**config.mk**
```make
export PLATFORM = sky130hd
export DESIGN_NAME = cmd_ram_ctrl
export DESIGN_NICKNAME = d
export VERILOG_FILES = /design/src/rtl/cmd_ram_pkg.sv /design/src/rtl/cmd_ram_mem.sv /design/src/rtl/cmd_ram_ctrl.sv
export SDC_FILE = /design/constraint.sdc
export NUM_CORES = 2
export LEC_CHECK = 0
export ABC_CLOCK_PERIOD_IN_PS = 3150
export BUFFER_PORTS_ARGS = -buffer_cell sky130_fd_sc_hd__buf_2
export CORE_MARGIN = 1.5
export CORE_UTILIZATION = 63
export DETAILED_ROUTE_END_ITERATION = 6
export MAX_ROUTING_LAYER = met4
export PLACE_DENSITY = 0.79
export SYNTH_ARGS = -nofsm -noshare
export SYNTH_HDL_FRONTEND = slang
export SYNTH_HIERARCHICAL = 1
export SYNTH_SLANG_ARGS = --single-unit
```
**constraint.sdc**
```tcl
create_clock -name clk -period 3.15 [get_ports clk]
set_input_delay 0.315 -clock clk [delete_from_list [all_inputs] [get_ports clk]]
set_output_delay 0.315 -clock clk [all_outputs]
set_load 0.05 [all_outputs]
```
**src/rtl/cmd_ram_pkg.sv**
```systemverilog
// Shared definitions for the command-driven RAM controller: opcode encoding
// and the address post-increment rule used by both address registers.
package cmd_ram_pkg;

    localparam logic [1:0] OP_SET_WA = 2'b00;
    localparam logic [1:0] OP_WRITE  = 2'b01;
    localparam logic [1:0] OP_SET_RA = 2'b10;
    localparam logic [1:0] OP_READ   = 2'b11;

    // Next address after a data access: wraps to 0 from the last valid word
    // and also from any out-of-range address, so a burst always re-enters the array.
    function automatic logic [31:0] next_addr(input logic [31:0] addr,
                                              input logic [31:0] depth);
        if (addr >= depth - 32'd1) begin
            return 32'd0;
        end else begin
            return addr + 32'd1;
        end
    endfunction

endpackage

```
**src/rtl/cmd_ram_mem.sv**
```systemverilog
// DATA_W x DEPTH storage array: one synchronous write port and one registered
// read port. Contents and read register are intentionally not reset.
module cmd_ram_mem #(
    parameter int DATA_W = 8,
    parameter int ADDR_W = 8,
    parameter int DEPTH  = 256
) (
    input  logic              clk,
    input  logic              we,
    input  logic [ADDR_W-1:0] waddr,
    input  logic [DATA_W-1:0] wdata,
    input  logic              re,
    input  logic [ADDR_W-1:0] raddr,
    output logic [DATA_W-1:0] rdata
);

    logic [DATA_W-1:0] mem_r [DEPTH];

    // Write port; callers only assert we for in-range addresses.
    always_ff @(posedge clk) begin
        if (we) begin
            mem_r[waddr] <= wdata;
        end
    end

    // Registered read port; holds its value when re is low.
    always_ff @(posedge clk) begin
        if (re) begin
            rdata <= mem_r[raddr];
        end
    end

endmodule

```
**src/rtl/cmd_ram_ctrl.sv**
```systemverilog
// Command-driven RAM controller behind the SPI receive path: opcode decode,
// write/read address registers, ready/valid handshakes and range-error pulse.
module cmd_ram_ctrl
    import cmd_ram_pkg::*;
#(
    parameter int DATA_W   = 8,
    parameter int ADDR_W   = 8,
    parameter int DEPTH    = 256,
    parameter bit AUTO_INC = 1'b1
) (
    input  logic              clk,
    input  logic              rstn,
    input  logic [DATA_W+1:0] din,
    input  logic              rx_valid,
    output logic              rx_ready,
    output logic [DATA_W-1:0] dout,
    output logic              tx_valid,
    input  logic              tx_ready,
    output logic              err
);

    localparam logic [31:0] DEPTH_W32 = 32'(DEPTH);

    logic [1:0]        op_s;
    logic [DATA_W-1:0] payload_s;
    logic              accept_s;
    logic              set_wa_s;
    logic              do_wr_s;
    logic              set_ra_s;
    logic              do_rd_s;
    logic              wr_ok_s;
    logic              rd_ok_s;
    logic [ADDR_W-1:0] wr_next_s;
    logic [ADDR_W-1:0] rd_next_s;
    logic [DATA_W-1:0] rdata_s;
    logic [ADDR_W-1:0] wr_addr_r;
    logic [ADDR_W-1:0] rd_addr_r;
    logic              tx_valid_r;
    logic              zero_r;
    logic              err_r;

    assign op_s      = din[DATA_W+1:DATA_W];
    assign payload_s = din[DATA_W-1:0];

    // Every command stalls while unconsumed read data is sitting on dout.
    assign rx_ready  = !(tx_valid_r && !tx_ready);
    assign accept_s  = rx_valid && rx_ready;

    assign wr_ok_s   = (32'(wr_addr_r) < DEPTH_W32);
    assign rd_ok_s   = (32'(rd_addr_r) < DEPTH_W32);
    assign wr_next_s = ADDR_W'(next_addr(32'(wr_addr_r), DEPTH_W32));
    assign rd_next_s = ADDR_W'(next_addr(32'(rd_addr_r), DEPTH_W32));

    // Opcode decode, qualified by acceptance.
    always_comb begin
        set_wa_s = 1'b0;
        do_wr_s  = 1'b0;
        set_ra_s = 1'b0;
        do_rd_s  = 1'b0;
        if (accept_s) begin
            case (op_s)
                OP_SET_WA: set_wa_s = 1'b1;
                OP_WRITE:  do_wr_s  = 1'b1;
                OP_SET_RA: set_ra_s = 1'b1;
                OP_READ:   do_rd_s  = 1'b1;
                default:   set_wa_s = 1'b0;
            endcase
        end else begin
            set_wa_s = 1'b0;
        end
    end

    // Write and read address registers with optional post-increment.
    always_ff @(posedge clk or negedge rstn) begin
        if (!rstn) begin
            wr_addr_r <= {ADDR_W{1'b0}};
            rd_addr_r <= {ADDR_W{1'b0}};
        end else begin
            if (set_wa_s) begin
                wr_addr_r <= payload_s[ADDR_W-1:0];
            end else if (do_wr_s && AUTO_INC) begin
                wr_addr_r <= wr_next_s;
            end
            if (set_ra_s) begin
                rd_addr_r <= payload_s[ADDR_W-1:0];
            end else if (do_rd_s && AUTO_INC) begin
                rd_addr_r <= rd_next_s;
            end
        end
    end

    // Read-data valid, zero-forcing for out-of-range reads, and the error pulse.
    always_ff @(posedge clk or negedge rstn) begin
        if (!rstn) begin
            tx_valid_r <= 1'b0;
            zero_r     <= 1'b1;
            err_r      <= 1'b0;
        end else begin
            err_r <= (do_wr_s && !wr_ok_s) || (do_rd_s && !rd_ok_s);
            if (do_rd_s) begin
                tx_valid_r <= 1'b1;
                zero_r     <= !rd_ok_s;
            end else if (tx_ready) begin
                tx_valid_r <= 1'b0;
            end
        end
    end

    // The array's read register is not reset, so zero_r masks it after reset
    // and after an out-of-range read; both sources are registers.
    assign dout     = zero_r ? {DATA_W{1'b0}} : rdata_s;
    assign tx_valid = tx_valid_r;
    assign err      = err_r;

    cmd_ram_mem #(
        .DATA_W (DATA_W),
        .ADDR_W (ADDR_W),
        .DEPTH  (DEPTH)
    ) u_mem (
        .clk   (clk),
        .we    (do_wr_s && wr_ok_s),
        .waddr (wr_addr_r),
        .wdata (payload_s),
        .re    (do_rd_s && rd_ok_s),
        .raddr (rd_addr_r),
        .rdata (rdata_s)
    );

endmodule

```
==> results.sh <==
export IMPL_initial_core_util_pct=63.4
export IMPL_postPlaceCellArea_um2=85600
export IMPL_p_clk_share_pct=34.2
export IMPL_ys_seq_elements=2074
export IMPL_synth_fp_nets=3889
export IMPL_hp_class="input port to flop"
export IMPL_cts_tree="done"
export IMPL_slew_headroom_pct=26.7
export IMPL_multi_input_area_um2=17600
export IMPL_r2r_cells=9
export IMPL_drtIter0Drc=7007
export IMPL_power_frac_comb_pct=19.2
export IMPL_whs_ps=70.7
export IMPL_worstPathCellList="buf_8, buf_12, buf_4, mux4_2, a22oi_1, a21oi_1, nor4_4, buf_4, nor4_1"
export IMPL_swShare_pct=26.7
export IMPL_critPathMaxStageDelay_ps=530
export IMPL_h_tree_depth=4
export IMPL_min_to="rd_addr_r[7]"
export IMPL_grt_use_met3_pct=8.16
export IMPL_grt_use_met1_pct=44.8
export IMPL_hold_viol=0
export IMPL_setup_ws_ps=-65.7
export IMPL_wire_per_inst_um=34.9
export IMPL_wirelength_um=212000
export IMPL_p_switching_mw=17.6
export IMPL_coreArea_um2=127000
export IMPL_drv_cap=0
export IMPL_clock_sinks=2074
export IMPL_yosysTopAreaCell="edfxtp_1"
export IMPL_min_period_over_period_pct=102
export IMPL_routed_via_density=7.15
export IMPL_cellPowerDensity_nw_per_um2=713
export IMPL_drc_errors=24
export IMPL_clock_latency_ps=830
export IMPL_seqCellArea_um2=62200
export IMPL_die_h_um=361
export IMPL_seq_area_frac_synth_pct=77.0
export IMPL_fin_nets=4288
export IMPL_power_mw=65.8
export IMPL_area_growth_pct=14.2
export IMPL_grt_max_degree=127
export IMPL_grt_pass1_wl_um=303000
export IMPL_cts_buffers=193
export IMPL_fin_crit_ps=3220
export IMPL_num_rows=131
export IMPL_rsz0062_at_grt="true"
export IMPL_dieArea_um2=130000
export IMPL_antenna_found_initial=8
export IMPL_cp_required_ps=3730
export IMPL_ys_top_cells_by_area="edfxtp_1 76%, mux4_2 13%, mux2i_1 1.7%, nor2_1 1.4%, a22oi_1 1.2%"
export IMPL_clock_fmax_mhz=311
export IMPL_violations="design-rule violations, negative setup slack"
export IMPL_min_from="din[9]"
export IMPL_clk_path_buf_depth=3
export IMPL_rr_startpoint="rd_addr_r[0]"
export IMPL_crit_buf_inv=4
export IMPL_grt_pass1_vias=42918
export IMPL_stdcell_count=6091
export IMPL_yosysWarnings=6
export IMPL_drive_above_1_share_pct=29.7
export IMPL_worstMarginPinSlew_ps=1100
export IMPL_r2r_slack_ps=-70
export IMPL_synth_cells=3873
export IMPL_avgSynthCellArea_um2=20.9
export IMPL_drtAntennaViolNets=0
export IMPL_endpoint_kind="flop"
export IMPL_nFillCells=6732
export IMPL_setup_viol=4
export IMPL_fin_skew_ps=24.6
export IMPL_synth_async_sr_flop_share_pct=0.868
export IMPL_netlist_area_um2=80800
export IMPL_worstPathMaxFanout=10
export IMPL_intPower_mw=48.2
export IMPL_max_vdd_ir_drop_v=0.000606
export IMPL_ios=25
export IMPL_dr_pass1_iters=7
export IMPL_worstSetupPathType="flop to flop"
export IMPL_cp_arrival_ps=3790
export IMPL_cp_start_kind="flop"
export IMPL_crit_cells=9
export IMPL_yosysMostFrequentCell="edfxtp_1"
export IMPL_grt_use_total_pct=33.7
export IMPL_p_leak_nw=29.5
export IMPL_crit_path_frequent_cell="buf_4"
export IMPL_yosysUniqueCellTypes=69
export IMPL_clk_pin_slew_worst_paths_ps=70
export IMPL_timing_rr_end="u_mem/rdata[1]"
export IMPL_status="complete, but fails checks"
export IMPL_synth_flop_cell="edfxtp_1"
export IMPL_vias=43558
export IMPL_die_w_um=361
export IMPL_drv_slew=0
export IMPL_grt_overflow=0
export IMPL_path_delay_family="buffers and inverters"
export IMPL_place_detailed_hpwl_um=127000
export IMPL_finalWeightedCongestion=0.945
export IMPL_p_seq_share_pct=46.6
export IMPL_synth_edf_count=2056
export IMPL_grtUsageMet2_pct=50.3
export IMPL_clockRootBuffer="clkbuf_16"
export IMPL_fin_area_um2=92300
export IMPL_busiest_layer="met2"
export IMPL_synth_top_area_share_pct=76.4
export IMPL_synth_common_cells="2056 x edfxtp_1, 454 x mux4_2, 293 x nor2_1, 135 x mux2i_1, 134 x a22oi_1"
export IMPL_slowest_stage="mux4_2"
export IMPL_hold_depth=4
export IMPL_placedCellCount=5715
export IMPL_dpl_worst_slack_ps=-693
export IMPL_portBuffers=23
state kept, by name (all words and copies together), names as in the netlist:
signal       flops
tx_valid         1
u_mem/mem_r   2048
u_mem/rdata      8
rd_addr_r        8
zero_r           1
wr_addr_r        8
area by class of cell:
cell class                      count  area share (%)
Antenna cell                        4          0.0108
Clock buffer                      235            5.45
Clock inverter                    113            1.06
Inverter                            7          0.0325
Multi-Input combinational cell   1552            19.1
Sequential cell                  2074            67.4
Tap cell                         1662            2.25
Timing Repair Buffer              444            4.68
tightest hold or removal path, cell delays in order:
cell and delay [ps]:
buf_2 140, and2_1 200, nand2_1 130, o22ai_1 80
cells by family (layout without fill, tap and decap cells):
family                   count (synthesis)  in the layout  synth area share [%]
AO/OA/AOI/OAI                          423            423                  3.68
adder cells (fa/ha/maj)                  2              2                0.0310
buffers and inverters                  247            799                  1.88
flip-flops                            2074           2074                  77.0
multiplexers                           593            593                  14.4
other                                    1              5               0.00464
AND/OR/NAND/NOR                        533            533                  3.01
power by group through the flow:
stage / Sequential, mW / Combinational [mW] / Clock [mW]
finish: 30.6 / 12.6 / 22.5
global route: 30.6 / 12.9 / 23.6
CTS: 30.6 / 12.0 / 22.6
detailed placement: 31.2 / 11.5 / 0
global placement: 31.2 / 11.4 / 0
floorplan: 31.1 / 6.87 / 0
through the flow:
stage / TNS, ps / util [%]
finish: -151 / 72.5
global route: -69.7 / 72.5
CTS: -79.5 / 72.2
detailed placement: -3260 / 67.2
global placement: -3280 / 67.2
floorplan: 0 / -
metal layers:
metal	routed length [um]	share of wire, %	vias to the layer above
met4	10800	5.1	0
met1	73000	34	22338
met2	101000	47	3589
li1	-	-	16980
met5	0	0	-
met3	28000	13	651
how the worst max path moves through the flow:
stage | from | endpoint | slack [ps]
final | rd_addr_r[0] | u_mem/rdata[1] | -70
after global routing | rd_addr_r[0] | u_mem/rdata[0] | -30
after CTS | rd_addr_r[0] | u_mem/rdata[6] | -40
after detailed placement | rd_addr_r[0] | u_mem/rdata[7] | -690
after global placement | rd_addr_r[0] | u_mem/rdata[7] | -660
after floorplan | tx_valid | u_mem/mem_r[112][0] | 20
timing repair:
action	in CTS	in global routing
gates cloned	1	3
hold buffers	5	0
resized for setup	34	39
endpoints found under the setup margin	8	8
hold endpoints to repair	21	0
pin swaps	2	7
buffers inserted	10	5
cell usage in the layout (no fill, tap or decap), types with 9 or more instances in the layout:
cell type  synthesis  layout
edfxtp_1        2056    2056
mux4_2           454     454
buf_4             29     337
nor2_1           293     199
clkbuf_16          0     197
mux2i_1          135     135
a22oi_1          134     129
a21oi_1          105     102
nor2_2             1      93
buf_12             8      58
nand2_1           50      50
clkinv_1           1      49
o221ai_1          47      47
clkbuf_1         112      39
nor2b_1           41      38
nand3_1           41      38
o22ai_1           31      31
clkinv_2           0      30
nor3_1            27      19
o21ai_0           18      16
nor4_1            27      16
a211oi_1          17      15
buf_2             34      15
bufinv_16          0      14
nand4_1           12      12
dfrtp_1           17      12
a221oi_1          13      12
o211ai_1          11      11
nand2b_1          10      10
a22o_1            10      10
clkbuf_8           0      10
nor4_2             3       9
Note: power is estimated with default switching activity, not from simulation.
